File: src/rtl/div_pkg.sv
// Shared definitions for the sequential divider: default widths, FSM state
// encoding and operand typedefs.
package div_pkg;

  localparam int ARG_BIT_WIDTH = 32;
  localparam int PRECISION     = 64;
  localparam int COUNTER_BITS  = $clog2(PRECISION + 1);

  typedef enum logic [1:0] {
    IDLE = 2'd0,
    MUL  = 2'd1,
    CORR = 2'd2,
    DONE = 2'd3
  } state_t;

  typedef logic [ARG_BIT_WIDTH-1:0] arg_t;
  typedef logic [PRECISION-1:0]     recip_t;

endpackage

File: src/rtl/recip_correct.sv
// Exact-correction step: bumps a truncated quotient by one when it is short,
// then derives the remainder from the final quotient.
module recip_correct #(
  parameter int ARG_BIT_WIDTH = div_pkg::ARG_BIT_WIDTH
) (
  input  logic [ARG_BIT_WIDTH-1:0] q0,
  input  logic [ARG_BIT_WIDTH-1:0] a,
  input  logic [ARG_BIT_WIDTH-1:0] b,
  output logic [ARG_BIT_WIDTH-1:0] quot,
  output logic [ARG_BIT_WIDTH-1:0] rem
);

  // One extra bit keeps q0+1 from wrapping to zero when q0 is all ones.
  logic [ARG_BIT_WIDTH:0]   q1_s;
  logic [2*ARG_BIT_WIDTH:0] prod_s;

  // Trial product of (q0+1)*b against the dividend selects the quotient.
  always_comb begin
    q1_s   = {1'b0, q0} + {{ARG_BIT_WIDTH{1'b0}}, 1'b1};
    prod_s = {{ARG_BIT_WIDTH{1'b0}}, q1_s} * {{(ARG_BIT_WIDTH+1){1'b0}}, b};
    if (prod_s <= {{(ARG_BIT_WIDTH+1){1'b0}}, a}) begin
      quot = q1_s[ARG_BIT_WIDTH-1:0];
    end else begin
      quot = q0;
    end
    rem = a - quot * b;
  end

endmodule

File: src/rtl/seq_recip_multiplier.sv
// Consumer half of the sequential divider: multiplies the dividend by a
// bit-weighted reciprocal one bit per cycle, then corrects the quotient.
module seq_recip_multiplier #(
  parameter int ARG_BIT_WIDTH = div_pkg::ARG_BIT_WIDTH,
  parameter int PRECISION     = div_pkg::PRECISION,
  parameter int COUNTER_BITS  = $clog2(PRECISION + 1)
) (
  input  logic                     clk,
  input  logic                     rst,
  input  logic                     start,
  input  logic [ARG_BIT_WIDTH-1:0] a,
  input  logic [ARG_BIT_WIDTH-1:0] b,
  input  logic [PRECISION-1:0]     recip,
  output logic                     done,
  output logic [ARG_BIT_WIDTH-1:0] quot,
  output logic [ARG_BIT_WIDTH-1:0] rem,
  output logic                     dvz
);
  import div_pkg::*;

  localparam int ACC_W = ARG_BIT_WIDTH + PRECISION;

  state_t                   state_r;
  logic [ARG_BIT_WIDTH-1:0] a_r;
  logic [ARG_BIT_WIDTH-1:0] b_r;
  logic [PRECISION-1:0]     recip_sh_r;
  logic [ACC_W-1:0]         acc_r;
  logic [COUNTER_BITS-1:0]  cnt_r;
  logic [ARG_BIT_WIDTH-1:0] q0_s;
  logic [ARG_BIT_WIDTH-1:0] corr_quot_s;
  logic [ARG_BIT_WIDTH-1:0] corr_rem_s;

  assign q0_s = acc_r[PRECISION-1 +: ARG_BIT_WIDTH];

  recip_correct #(.ARG_BIT_WIDTH(ARG_BIT_WIDTH)) u_recip_correct (
    .q0   (q0_s),
    .a    (a_r),
    .b    (b_r),
    .quot (corr_quot_s),
    .rem  (corr_rem_s)
  );

  // Control FSM, shift-add datapath and registered result outputs.
  always_ff @(posedge clk) begin
    if (rst) begin
      state_r    <= IDLE;
      a_r        <= {ARG_BIT_WIDTH{1'b0}};
      b_r        <= {ARG_BIT_WIDTH{1'b0}};
      recip_sh_r <= {PRECISION{1'b0}};
      acc_r      <= {ACC_W{1'b0}};
      cnt_r      <= {COUNTER_BITS{1'b0}};
      done       <= 1'b0;
      dvz        <= 1'b0;
      quot       <= {ARG_BIT_WIDTH{1'b0}};
      rem        <= {ARG_BIT_WIDTH{1'b0}};
    end else if (start) begin
      a_r        <= a;
      b_r        <= b;
      recip_sh_r <= recip;
      acc_r      <= {ACC_W{1'b0}};
      cnt_r      <= {COUNTER_BITS{1'b0}};
      done       <= 1'b0;
      dvz        <= 1'b0;
      state_r    <= (b == {ARG_BIT_WIDTH{1'b0}}) ? DONE : MUL;
    end else begin
      case (state_r)
        MUL: begin
          // Reciprocal bit 0 (integer bit) enters first and ends up at weight 2^(P-1).
          acc_r      <= {acc_r[ACC_W-2:0], 1'b0}
                      + (recip_sh_r[0] ? {{PRECISION{1'b0}}, a_r} : {ACC_W{1'b0}});
          recip_sh_r <= {1'b0, recip_sh_r[PRECISION-1:1]};
          cnt_r      <= cnt_r + {{(COUNTER_BITS-1){1'b0}}, 1'b1};
          if (cnt_r == COUNTER_BITS'(PRECISION - 1)) begin
            state_r <= CORR;
          end
        end
        CORR: begin
          quot    <= corr_quot_s;
          rem     <= corr_rem_s;
          done    <= 1'b1;
          state_r <= DONE;
        end
        DONE: begin
          // Entering DONE with done low only happens on the divide-by-zero path.
          if (!done) begin
            done <= 1'b1;
            dvz  <= 1'b1;
            quot <= {ARG_BIT_WIDTH{1'b1}};
            rem  <= a_r;
          end
        end
        IDLE: begin
          done <= 1'b0;
        end
        default: begin
          state_r <= IDLE;
          done    <= 1'b0;
        end
      endcase
    end
  end

endmodule
File: config.mk
export PLATFORM = sky130hd
export DESIGN_NAME = seq_recip_multiplier
export DESIGN_NICKNAME = d
export VERILOG_FILES = /design/src/rtl/div_pkg.sv /design/src/rtl/recip_correct.sv /design/src/rtl/seq_recip_multiplier.sv
export SDC_FILE = /design/constraint.sdc
export NUM_CORES = 2
export LEC_CHECK = 0
export BUFFER_PORTS_ARGS = -buffer_cell sky130_fd_sc_hd__buf_2
export CAP_MARGIN = 20
export CORE_MARGIN = 4
export CORE_UTILIZATION = 46
export CTS_CLUSTER_SIZE = 8
export DETAILED_ROUTE_END_ITERATION = 12
export SLEW_MARGIN = 15
export SYNTH_ARGS = -nofsm -noshare
export SYNTH_HDL_FRONTEND = slang
export SYNTH_SLANG_ARGS = --single-unit
File: constraint.sdc
create_clock -name clk -period 18.33 [get_ports clk]
set_clock_uncertainty 0.15 [all_clocks]
set_input_delay 1.833 -clock clk [delete_from_list [all_inputs] [get_ports clk]]
set_output_delay 1.833 -clock clk [all_outputs]
set_load 0.05 [all_outputs]
==> metrics.csv <==
metric,value,unit
setup_ws,-0.0550,ns
ant_nets,0,
syn_avg_cell_area,8.53,µm²
vias_per_cell,5.36,
yosys_warnings,0,
synth-main-ff-cell,dfxtp_1,
fillCellCount,13600,
place_ws,-0.789,ns
synth_edf_count,0,
swShare,43.8,%
switching_power,1.78,mW
yosysTopAreaCell,fa_1,
slew_viol_final,0,
io-pin-count,197,
worstRegToRegCells,69,
async_flop_share,0,%
cts_tree,built,
p_int,2.28,mW
synth_cells,7940,
cp-start-kind,flop,
ys_seq_area_share,8.81,%
p_per_area,52.3,nW/µm²
rows,140,
p_leak,37.2,nW
synthDistinctLibCells,92,
drive_above_1_share,14.7,%
h-tree-depth,2,
drc,0,
p_comb_share,62.7,%
ff_latch_area,6000,µm²
dieArea,153000,µm²
post-route-util,53.2,%
tightestPinTransition,1.02,ns
synth.area.top_cells,"fa_1 (41%), dfxtp_1 (8.8%), ha_1 (8.8%)",
ir_worst_vdd,0.000108,V
r2r-end,rem[29],
io_buffer_count,196,
die-height,392,µm
cp_max_fo,10,
critPathSlowestCell,or4_4,
place_hpwl,178,mm
outcome,"complete, but fails checks",
maxSlewHeadroom,31.8,%
multiInputGateArea,55500,µm²
start_util,46.4,%
synth_top_area_share,40.5,%
hold_path_class,reg2reg,
synth_area,67700,µm²
hold_viol,0,
fmax,54.4,MHz
drv_cap,0,
finalCritPeriodShare,100,%
hold_end,acc_r[19],
r2r_start,acc_r[64],
grt_max_degree,109,
cpMostUsedCell,fa_1,
rsz0062_at_grt,true,
period_minus_slack,18.38,ns
p_seq_share,17.9,%
cts_buffers,44,
grt_overflow,0,
r2r_slack,-0.05,ns
drt_iter0_markers,4129,
ys_ff_latch,298,
final_net_count,10300,
grt_util_all_layers,28.8,%
holdPathStages,2,
root_buffer,clkbuf_16,
die_w,392,µm
syn-num-nets,9916,
grt_pass1_vias,57800,
antenna_found_initial,13,
wl_per_cell,21.3,µm
gp_congestion,0.968,
place_inst,10200,
violations,negative setup slack,
setup_viol,2,
clkPwrFrac,19.4,%
syn2layout_area_growth,14.7,%
hold_start,acc_r[19],
end_kind,flop,
clk_pin_slew,0.06,ns
worstSetupPathType,reg2reg,
drt_wl_total,219,mm
cp_slowest_stage_delay,0.66,ns
clkLatencyLatePin,0.62,ns
whs,0.305,ns
hold_buffers,0,
total_power,4.06,mW
fp.coreArea,146000,µm²
cts.sinks,298,
cp_data_required_time,18.66,ns
vias,55200,
stdcell_count,10300,
grt_first_pass_wirelength,342,mm
dr.pass1.iters,5,
crit_arrival,18.71,ns
clockBufferDepth,3,
[synth_stat cells, drive strengths merged, types with 31 or more instances]
cell type,count
nor2b,44
and3,35
a21oi,345
inv,1536
fa,1370
nand3,73
xor2,71
nor3,54
nand2,1241
nor2,305
o221a,31
xnor2,194
ha,475
and2,703
a21o,45
nand4,40
mux2i,76
clkbuf,484
dfxtp,298
o21ai,149
[stage by stage]
| step | setup TNS (ns) | instance area, µm² |
|---|---|---|
| 3_5_place_dp | -5.64 | 74700 |
| 5_1_grt | -4.24 | 77600 |
| 2_1_floorplan | 0 | 67800 |
| 3_3_place_gp | -4.11 | 74700 |
| 6_report | -0.0780 | 77700 |
| 4_1_cts | 0 | 76400 |
[cell type report]
class,count,area share [%]
Clock buffer,54,1.52
Multi-Input combinational cell,5593,71.4
Timing Repair Buffer,878,8.68
Clock inverter,3,0.103
Tap cell,1917,3.09
Antenna cell,6,0.0193
Sequential cell,298,7.73
Inverter,1537,7.43
[worst max-delay path by stage]
stage | startpoint | endpoint | slack, ns
floorplan | acc_r[64] | rem[31] | 0.0006
finish | acc_r[64] | rem[29] | -0.05
global route | acc_r[64] | rem[29] | -0.65
detailed placement | acc_r[64] | rem[30] | -0.79
global placement | acc_r[64] | rem[31] | -0.63
CTS | acc_r[63] | rem[29] | 0.0001
[routing by layer]
layer  part of all wire (%)  vias up  track usage, %
met1                     43    28000            41.0
met2                     44     2072            44.9
met3                    8.9      357            5.73
met4                    3.6       14            8.41
met5                  0.045        -               0
li1                       -    24700               -
[critical path, delay by kind of cell, from the launching register on]
kind	cells	cell delay [ns]
adders and majority gates	20	9.13
and+or+nand+nor	21	4.36
DFF	1	0.35
AOI/OAI and AO/OA	12	2.30
xor gates and xnor gates	4	0.62
buffers and inverters	12	1.25
[timing repair]
action	4_1_cts	5_1_grt
gates cloned	2	4
pin swaps	24	114
buffers inserted	8	36
gates resized for setup	50	195
endpoints found under the setup margin	13	16
[power by group through the flow]
stage	sequential (mW)	combinational [mW]	clock (mW)
2_1_floorplan	0.696	1.34	0
3_3_place_gp	0.738	2.23	0
3_5_place_dp	0.738	2.25	0
4_1_cts	0.725	2.31	0.808
5_1_grt	0.728	2.78	0.830
6_report	0.727	2.55	0.788
[kinds of logic (layout without fill, tap and decap cells)]
logic type                 count (synthesis)  in the layout  share of synthesized area [%]
buffers and inverters                   2049           2472                           11.4
and+or+nand+nor                         2614           2614                           18.4
other                                      0              6                              0
AOI/OAI and AO/OA                        782            782                           7.23
DFF                                      298            298                           8.81
xor gates and xnor gates                 273            273                           3.71
muxes                                     79             79                           1.19
adders and majority gates               1845           1845                           49.3
[sequential cells by signal, summed over array words and instances, names as in the netlist]
register,cells
dvz,1
state_r,2
done,1
rem,32
recip_sh_r,64
acc_r,95
a_r,32
b_r,32
cnt_r,7
quot,32
[placed cells by master, fill, tap and decap left out, drive strengths merged, types with 9 or more instances in the layout]
cell	count
mux2i	76
o211ai	22
dfxtp	298
inv	1538
or3	23
a31oi	15
a211oi	24
xor2	71
nand2	1241
nor4	24
a21o	45
nor2b	44
clkbuf	59
buf	873
o221a	31
o21bai	20
ha	475
nor2	305
and3	35
and2	703
a21oi	345
nand4	40
or2	17
nand3	73
nand2b	30
or4	9
a311oi	23
nor3	54
xnor2	194
o21ai	149
fa	1370
o21a	20
Note: power is estimated with default switching activity, not from simulation.
